===== src/rtl/branch_resolve_unit.sv =====
// rtl/branch_resolve_unit.sv - multi-lane branch resolution with redirect, link writeback and predictor-update queue
// Ports:
//   clk, rst_n                      clock, asynchronous active-low reset
//   in_valid/in_ready               per-lane valid, unit ready (all lanes accepted together)
//   pc, inst, reg1, reg2            per-lane PC, instruction word, source operands
//   br_op                           per-lane branch opcode (0 none, 1..9 branch kinds)
//   pre_taken, pre_addr             per-lane front-end prediction
//   flush_in                        backend flush, blocks acceptance
//   res_valid, res_data             registered link-value writeback (BL/JIRL)
//   redirect, redirect_pc           registered front-end redirect
//   upd_valid/upd_ready, upd_pc, upd_target, upd_taken   predictor-update stream (queue head)
module branch_resolve_unit #(
  parameter int CHANNELS = 2,
  parameter int UQ_DEPTH = 4
) (
  input  logic                     clk,
  input  logic                     rst_n,
  input  logic [CHANNELS-1:0]      in_valid,
  output logic                     in_ready,
  input  logic [CHANNELS-1:0][31:0] pc,
  input  logic [CHANNELS-1:0][31:0] inst,
  input  logic [CHANNELS-1:0][31:0] reg1,
  input  logic [CHANNELS-1:0][31:0] reg2,
  input  logic [CHANNELS-1:0][3:0]  br_op,
  input  logic [CHANNELS-1:0]      pre_taken,
  input  logic [CHANNELS-1:0][31:0] pre_addr,
  input  logic                     flush_in,
  output logic [CHANNELS-1:0]      res_valid,
  output logic [CHANNELS-1:0][31:0] res_data,
  output logic                     redirect,
  output logic [31:0]              redirect_pc,
  output logic                     upd_valid,
  input  logic                     upd_ready,
  output logic [31:0]              upd_pc,
  output logic [31:0]              upd_target,
  output logic                     upd_taken
);

  localparam int PTR_W = (UQ_DEPTH > 1) ? $clog2(UQ_DEPTH) : 1;
  localparam int CNT_W = $clog2(UQ_DEPTH + 1);
  localparam logic [CNT_W-1:0] ONE_C   = CNT_W'(1);
  localparam logic [CNT_W-1:0] DEPTH_C = CNT_W'(UQ_DEPTH);
  localparam logic [CNT_W-1:0] CHAN_C  = CNT_W'(CHANNELS);

  localparam logic [3:0] OP_BEQ  = 4'd1;
  localparam logic [3:0] OP_BNE  = 4'd2;
  localparam logic [3:0] OP_BLT  = 4'd3;
  localparam logic [3:0] OP_BGE  = 4'd4;
  localparam logic [3:0] OP_BLTU = 4'd5;
  localparam logic [3:0] OP_BGEU = 4'd6;
  localparam logic [3:0] OP_B    = 4'd7;
  localparam logic [3:0] OP_BL   = 4'd8;
  localparam logic [3:0] OP_JIRL = 4'd9;

  logic [PTR_W-1:0] r_wptr, r_rptr;
  logic [CNT_W-1:0] r_count;
  logic [31:0]      r_q_pc     [UQ_DEPTH];
  logic [31:0]      r_q_target [UQ_DEPTH];
  logic             r_q_taken  [UQ_DEPTH];

  logic                      r_redirect;
  logic [31:0]               r_redirect_pc;
  logic [CHANNELS-1:0]       r_res_valid;
  logic [CHANNELS-1:0][31:0] r_res_data;

  logic [CHANNELS-1:0]       w_is_br, w_taken, w_mis, w_live, w_link, w_push;
  logic [CHANNELS-1:0][31:0] w_target, w_npc, w_off16, w_off26;
  logic [CHANNELS-1:0][PTR_W-1:0] w_push_off;
  logic [CNT_W-1:0]          w_push_cnt;
  logic [31:0]               w_redir_pc;
  logic                      w_any_mis, w_accept, w_pop;
  logic [CNT_W-1:0]          w_free;
  logic [25:0]               w_imm26;

  assign w_free    = DEPTH_C - r_count;
  // Cycle after a redirect the frontend is still delivering wrong-path lanes.
  assign in_ready  = (w_free >= CHAN_C) && !r_redirect;
  assign w_accept  = in_ready && !flush_in;
  assign upd_valid = (r_count != '0);
  assign w_pop     = upd_valid && upd_ready;

  // Per-lane decode, compare and target computation.
  always_comb begin
    for (int i = 0; i < CHANNELS; i++) begin
      w_imm26     = {inst[i][9:0], inst[i][25:10]};
      w_off16[i]  = {{14{inst[i][25]}}, inst[i][25:10], 2'b00};
      w_off26[i]  = {{4{w_imm26[25]}}, w_imm26, 2'b00};
      w_is_br[i]  = (br_op[i] >= OP_BEQ) && (br_op[i] <= OP_JIRL);
      w_link[i]   = (br_op[i] == OP_BL) || (br_op[i] == OP_JIRL);
      case (br_op[i])
        OP_BEQ:  w_taken[i] = (reg1[i] == reg2[i]);
        OP_BNE:  w_taken[i] = (reg1[i] != reg2[i]);
        OP_BLT:  w_taken[i] = ($signed(reg1[i]) <  $signed(reg2[i]));
        OP_BGE:  w_taken[i] = ($signed(reg1[i]) >= $signed(reg2[i]));
        OP_BLTU: w_taken[i] = (reg1[i] <  reg2[i]);
        OP_BGEU: w_taken[i] = (reg1[i] >= reg2[i]);
        OP_B, OP_BL, OP_JIRL: w_taken[i] = 1'b1;
        default: w_taken[i] = 1'b0;
      endcase
      if (br_op[i] == OP_JIRL)
        w_target[i] = reg1[i] + w_off16[i];
      else if ((br_op[i] == OP_B) || (br_op[i] == OP_BL))
        w_target[i] = pc[i] + w_off26[i];
      else
        w_target[i] = pc[i] + w_off16[i];
      w_npc[i] = w_taken[i] ? w_target[i] : (pc[i] + 32'd4);
      w_mis[i] = in_valid[i] && w_is_br[i] &&
                 ((w_taken[i] != pre_taken[i]) ||
                  (w_taken[i] && pre_taken[i] && (pre_addr[i] != w_target[i])));
    end
  end

  // Oldest mispredicting lane wins; everything younger is squashed.
  always_comb begin
    w_any_mis  = 1'b0;
    w_redir_pc = '0;
    w_push_cnt = '0;
    for (int i = 0; i < CHANNELS; i++) begin
      w_live[i] = in_valid[i] && !w_any_mis;
      if (!w_any_mis && w_mis[i])
        w_redir_pc = w_npc[i];
      w_any_mis = w_any_mis || w_mis[i];
      w_push[i] = w_accept && w_live[i] && w_is_br[i];
      // Slot offset of this lane among this cycle's pushes keeps lane order.
      w_push_off[i] = w_push_cnt[PTR_W-1:0];
      if (w_push[i])
        w_push_cnt = w_push_cnt + ONE_C;
    end
  end

  always_ff @(posedge clk or negedge rst_n) begin
    if (!rst_n) begin
      r_wptr        <= '0;
      r_rptr        <= '0;
      r_count       <= '0;
      r_redirect    <= 1'b0;
      r_redirect_pc <= '0;
      r_res_valid   <= '0;
      r_res_data    <= '0;
    end else begin
      r_wptr     <= r_wptr + w_push_cnt[PTR_W-1:0];
      r_rptr     <= r_rptr + PTR_W'(w_pop);
      r_count    <= r_count + w_push_cnt - CNT_W'(w_pop);
      r_redirect <= w_accept && w_any_mis;
      if (w_accept && w_any_mis)
        r_redirect_pc <= w_redir_pc;
      for (int i = 0; i < CHANNELS; i++) begin
        r_res_valid[i] <= w_accept && w_live[i] && w_link[i];
        r_res_data[i]  <= (w_accept && w_live[i] && w_link[i]) ? (pc[i] + 32'd4) : 32'd0;
      end
    end
  end

  // Queue storage needs no reset: occupancy is tracked by the pointers/count.
  always_ff @(posedge clk) begin
    for (int i = 0; i < CHANNELS; i++) begin
      if (w_push[i]) begin
        r_q_pc[r_wptr + w_push_off[i]]     <= pc[i];
        r_q_target[r_wptr + w_push_off[i]] <= w_npc[i];
        r_q_taken[r_wptr + w_push_off[i]]  <= w_taken[i];
      end
    end
  end

  assign upd_pc      = r_q_pc[r_rptr];
  assign upd_target  = r_q_target[r_rptr];
  assign upd_taken   = r_q_taken[r_rptr];
  assign redirect    = r_redirect;
  assign redirect_pc = r_redirect_pc;
  assign res_valid   = r_res_valid;
  assign res_data    = r_res_data;

endmodule


===== config.mk =====
export PLATFORM = sky130hd
export DESIGN_NAME = branch_resolve_unit
export DESIGN_NICKNAME = d
export VERILOG_FILES = /design/src/rtl/branch_resolve_unit.sv
export SDC_FILE = /design/constraint.sdc
export NUM_CORES = 1
export LEC_CHECK = 0
export ABC_CLOCK_PERIOD_IN_PS = 15500
export CORE_ASPECT_RATIO = 0.5
export CORE_UTILIZATION = 35
export DETAILED_ROUTE_END_ITERATION = 8
export PLACE_DENSITY = 0.67
export SLEW_MARGIN = 25
export SYNTH_ARGS = -nofsm -noshare
export SYNTH_HDL_FRONTEND = slang
export SYNTH_SLANG_ARGS = --single-unit
export TNS_END_PERCENT = 50

===== constraint.sdc =====
create_clock -name clk -period 15.5 [get_ports clk]
set_input_delay 1.55 -clock clk [delete_from_list [all_inputs] [get_ports clk]]
set_output_delay 1.55 -clock clk [all_outputs]
set_load 0.005 [all_outputs]

==> results of run 1 <==
registers in the layout, summed over array words and instances (netlist names), 3 cells and up:
name         count
r_q_taken        4
res_data        64
r_q_pc         128
redirect_pc     32
r_count          3
r_q_target     128
report_power, final:
group	internal [mW]	switching, mW	total [mW]
combinational	0.905	0.987	1.89
sequential	1.24	0.111	1.35
clock	0.559	0.390	0.949
worst max-delay path, stage by stage:
cell and delay [ns]:
clkdlybuf4s50_1 0.46, ha_1 0.35, a21o_1 0.18, a21o_1 0.17, a21o_1 0.17, a2111oi_0 0.50, nor2_1 0.10, o311ai_1 0.30
buf_4 0.22, a211o_1 0.13, nand4_1 0.22, nor2_4 0.13, buf_4 0.47, inv_1 0.20, ha_1 0.40, nor3_1 0.30
o2111ai_1 0.17, and4b_1 0.27, nand4_1 0.08, or4_1 0.55, or4_4 0.58, o221ai_4 0.36, nor3b_2 0.33, buf_4 0.55
buf_4 0.63, mux2_2 0.42
logic make-up (layout without fill, tap and decap cells):
group / count (synthesis) / after routing / share of synthesized area
simple gates: 868 / 868 / 0.142
compound gates: 681 / 681 / 0.153
mux: 418 / 418 / 0.172
flops: 366 / 366 / 0.344
buf+inv: 327 / 741 / 0.0424
xor+xnor: 212 / 212 / 0.0632
fa+ha+maj: 199 / 199 / 0.0831
other cells: 0 / 9 / 0
cell type report:
class / instances / area (um^2)
Antenna cell: 9 / 22.5
Timing Repair Buffer: 517 / 5100
Inverter: 155 / 582
Tap cell: 1155 / 1450
Clock inverter: 22 / 236
Sequential cell: 366 / 10500
Clock buffer: 47 / 1040
Fill cell: 7985 / 47300
Multi-Input combinational cell: 2378 / 18800
worst max path at each step:
stage / from / end
floorplan: reg2[9] / r_q_pc[0][0]
global placement: reg1[31] / r_q_pc[0][0]
detailed placement: reg2[31] / r_q_pc[1][4]
CTS: reg2[31] / r_q_pc[1][4]
global route: reg2[31] / r_q_pc[1][4]
finish: reg1[9] / r_q_pc[1][4]
metal layers:
metal  up-vias  track usage  wire length, um
met5         -            0                9
met4         2        0.110             5200
met3       175       0.0207             5890
met2       889        0.439            56600
met1     13400        0.319            46500
li1      12400            -                -
synthesized netlist by cell type (22+ instances only):
library cell	instances	area share
a21o_1	44	0.011
o211ai_1	23	0.0057
inv_1	154	0.019
mux2i_1	173	0.057
mux2_2	158	0.059
nand2b_1	31	0.0064
a222oi_1	24	0.0079
and2_1	28	0.0058
xnor2_1	107	0.031
edfxtp_1	260	0.26
nor2_1	212	0.026
nand4_1	69	0.014
clkbuf_1	121	0.015
a211oi_1	22	0.0054
nand2_1	242	0.030
buf_2	32	0.0053
mux4_2	66	0.049
o21a_1	38	0.0094
nor4_1	25	0.0051
nor3_1	42	0.0069
o21ai_0	139	0.023
and3_1	39	0.0080
nor2b_1	23	0.0047
a21oi_1	179	0.029
dfrtp_1	106	0.087
ha_1	194	0.080
xor2_1	100	0.029
nand3_1	62	0.010
per-stage QoR:
step	instance area [um^2]	utilization	power (mW)	worst slack, ns	instances
5_1_grt	37700	0.444	4.36	5.35	4649
2_1_floorplan	30400	-	2.38	5.53	3071
6_report	37700	0.444	4.19	5.85	4649
3_5_place_dp	36400	0.428	3.25	5.21	4571
3_3_place_gp	36400	0.428	3.21	5.33	4571
4_1_cts	37600	0.443	4.19	5.73	4640
==> out/metrics.yaml, run 1 <==
endpoint_kind: "flip-flop"
ios: 502
p_leak_nw: 14.8
powerDensity_nw_per_um2: 111
arrival_ns: 9.93
cp_max_fo: 43
clock_latency_ns: 0.55
dr_total_vias: 26800
slew_headroom: 0.264
cts_max_level: 2
ys_warn_count: 0
io_buffer_count: 489
row_count: 75
die_y_um: 210
cts_tree: "yes"
fin_crit_sh: 0.623
ys_seq_area_frac: 0.344
drt_wl_total_um: 114000
avgViaCountPerCell: 5.77
gp_congestion: 0.928
overflow: 0
timing.rr.start: "r_count[0]"
period_minus_slack_ns: 9.65
syn_area_per_cell_um2: 9.90
antenna_left: 0
hp-class: "reg -> reg"
grt_first_pass_wirelength_um: 167000
maxCapViolCount: 0
numCtsBuffers: 38
drive_above_1_share: 0.106
rsz0062_at_grt: "no"
grt_usage: 0.252
setup_viol: 0
clk_pin_slew_worst_paths_ns: 0.06
drtIter0Drc: 2332
final_cell_mix: "clkdlybuf4s50_1, edfxtp_1, nand2_1"
start_kind: "input pin"
dr.pass1.iters: 8
synth-seq-cells: 366
clock.fmax_mhz: 104
ys.flop_type: "edfxtp_1"
syn-num-nets: 3606
crit_type: "in -> reg"
status: "complete, no violations"
hold_violations: 0
antenna_found_initial: 12
core-area_um2: 84900
start_util: 0.358
fin_setup_tns_ns: 0
grt_pass1_vias: 26600
hp-start: "r_count[0]"
ir_drop_v: 0.0000827
final_common_cell: "clkdlybuf4s50_1"
skew_ns: 0.0228
dp_hpwl_um: 90200
cp.required_ns: 15.78
hold_depth: 1
cts_repair_resize_count: 0
rr_worst_depth: 15
async_flop_share: 0.290
clk_path_buf_depth: 3
root_buffer: "clkbuf_16"
nets: 3991
regToRegSetupSlack_ns: 10.78
grt_max_degree: 66
holdWs_ns: 0.530
detail_route.wl_per_cell_um: 24.6
synth_edf_count: 260
worstHoldEndpoint: "r_count[0]"
route.detailed.drc: 0
tightest_slew_ns: 1.10
syn_inst: 3071
area_delta_synth_final_pct: 23.9
synth_cell_type_count: 99
reg2reg_to: "r_q_pc[1][4]"
post-cts-setup-buffers: 0
hold_buffers: 0
die_area_um2: 88100
fp.dieW_um: 419
synth_area_um2: 30400
drv_slew: 0
clock-sinks: 366
Note: power is estimated with default switching activity, not from simulation.
==> run 2, diff against run 1 <==
--- a/config.mk
+++ b/config.mk
@@ -5,7 +5,7 @@
 export SDC_FILE = /design/constraint.sdc
 export NUM_CORES = 1
 export LEC_CHECK = 0
-export ABC_CLOCK_PERIOD_IN_PS = 15500
+export ABC_CLOCK_PERIOD_IN_PS = 9500
 export CORE_ASPECT_RATIO = 0.5
 export CORE_UTILIZATION = 35
 export DETAILED_ROUTE_END_ITERATION = 8
==> constraint.sdc (replaced) <==
create_clock -name clk -period 9.5 [get_ports clk]
set_input_delay 0.95 -clock clk [delete_from_list [all_inputs] [get_ports clk]]
set_output_delay 0.95 -clock clk [all_outputs]
set_load 0.005 [all_outputs]
==> run 2 against run 1 <==
Against the previous run:
- sequential share of layout area fell by 0.13 points
- cell count rose by 0.41%
- critical path depth fell by 1
- non-clock buffer count rose by 16
- power rose by 61%
- sequential cell count did not move
- die area did not move
- core utilization rose by 0.21 points
- clock skew rose by 0.0011 ns
- critical endpoint is now r_q_target[2][5]
- first-iteration DRC count rose by 0.64%
- register-to-register slack got worse by 5.4 ns
==> out/metrics.yaml, run 2 (same netlist as run 1, synthesis figures left out) <==
status: "complete, no violations"
dr.pass1.iters: 6
regToRegSetupSlack_ns: 5.39
critPathMaxStageDelay_ns: 0.56
p_leak_nw: 14.9
cp.required_ns: 9.78
place_area_um2: 36600
dp_hpwl_um: 90400
slew_headroom: 0.272
drt_wl_total_um: 114000
setup_viol: 0
route.detailed.drc: 0
clk_path_buf_depth: 3
antenna_found_initial: 20
rr_worst_depth: 14
clock-sinks: 366
grt_pass1_vias: 26500
gp_congestion: 0.927
p_comb_frac: 0.465
switching_share: 0.355
cp_max_fo: 36
row_count: 75
final_area_um2: 37800
final_cell_mix: "clkdlybuf4s50_1, edfxtp_1, nand2_1"
clk_pin_slew_worst_paths_ns: 0.06
die_area_um2: 88100
die_y_um: 210
grt_first_pass_wirelength_um: 166000
crit_path_start: "reg1[9]"
fin_crit_sh: 0.833
ir_drop_v: 0.000137
p_int_mw: 4.35
post-cts-setup-buffers: 0
fin_setup_tns_ns: 0
clock_latency_ns: 0.54
hold_violations: 0
drive_above_1_share: 0.107
root_buffer: "clkbuf_16"
nets: 4006
clkPwrFrac: 0.213
core-area_um2: 84900
clock.fmax_mhz: 126
skew_ns: 0.0239
hold_buffers: 0
final_common_cell: "clkdlybuf4s50_1"
numCtsBuffers: 37
cp_top_family: "simple AND/OR/NAND/NOR gates"
antenna_left: 0
crit_type: "in -> reg"
ios: 502
rsz0062_at_grt: "no"
start_util: 0.358
start_kind: "input pin"
timing.rr.start: "r_count[1]"
area_delta_synth_final_pct: 24.5
hp-class: "in -> async"
reg2reg_to: "r_q_pc[1][28]"
worst_path_max_delay_cell: "or4_4"
power_switching_mw: 2.39
detail_route.wl_per_cell_um: 24.4
crit_buf_inv: 5
io_buffer_count: 489
overflow: 0
period_minus_slack_ns: 7.91
cts_repair_resize_count: 0
dr_total_vias: 26900
fp.dieW_um: 419
cts_tree: "yes"
grt_max_degree: 67
drtIter0Drc: 2347
arrival_ns: 8.19
drv_slew: 0
crit_cells: 25
seq_power_share: 0.322
endpoint: "r_q_target[2][5]"
grt_usage: 0.250
maxCapViolCount: 0
tightest_slew_ns: 1.08
avgViaCountPerCell: 5.77
endpoint_kind: "flip-flop"
cts_max_level: 2
powerDensity_nw_per_um2: 178
-- run 2: cell count changes in the layout (fill, tap and decap cells not counted), sizes merged --
| cell | delta |
|---|---|
| buf | +16 |
| clkbuf | +9 |
| clkinv | -8 |
| diode | +5 |
| bufinv | -3 |
| clkinvlp | +1 |
| inv | -1 |
-- run 2: metrics by stage --
stage	worst slack [ns]	util	cells	hold WS [ns]	total power [mW]
2_1_floorplan	0.134	-	3071	0.478	3.88
3_3_place_gp	1.16	0.431	4586	0.488	5.28
3_5_place_dp	1.13	0.431	4586	0.501	5.33
4_1_cts	1.67	0.445	4653	0.498	6.75
5_1_grt	1.12	0.446	4667	0.525	7.03
6_report	1.59	0.446	4668	0.496	6.74
-- run 2: metal layers --
layer  part of all wire  vias to the layer above  track usage
met5            0.00022                        -            0
met3              0.052                      183       0.0180
met4              0.044                        4        0.112
met1               0.40                    13400        0.316
met2               0.50                      926        0.437
li1                   -                    12400            -
-- run 2: worst min path at each step --
stage / end / cells past startpoint / startpoint
4_1_cts: redirect_pc[9] / 1 / rst_n
5_1_grt: redirect_pc[9] / 1 / rst_n
3_5_place_dp: r_count[0] / 1 / r_count[0]
2_1_floorplan: r_count[0] / 1 / r_count[0]
6_report: redirect_pc[9] / 1 / rst_n
3_3_place_gp: r_count[0] / 1 / r_count[0]
-- run 2: cell type report --
type / instances / area [um^2]
tap: 1155 / 1450
inverter: 155 / 582
clock inverter: 11 / 116
multi-input combinational: 2378 / 18800
timing repair buffer: 533 / 5360
fill: 8060 / 47100
antenna: 14 / 35.0
sequential: 366 / 10500
clock buffer: 56 / 1060
-- run 2: power by group through the flow --
stage | clock [mW] | sequential [mW] | combinational (mW)
floorplan | 0 | 2.13 | 1.75
global placement | 0 | 2.20 | 3.08
detailed placement | 0 | 2.21 | 3.12
CTS | 1.44 | 2.17 | 3.14
global route | 1.50 | 2.19 | 3.33
finish | 1.43 | 2.17 | 3.14
-- run 2: worst register-to-register path: stages (launching register included) --
cell     delay, ns
dfrtp_1       0.37
inv_1         0.07
ha_1          0.19
ha_1          0.28
a21oi_1       0.25
nor2b_1       0.18
buf_4         0.25
nand2_1       0.24
inv_1         0.29
ha_1          0.26
xnor2_1       0.17
nand2_1       0.10
nor3b_2       0.39
buf_4         0.42
mux2_2        0.39
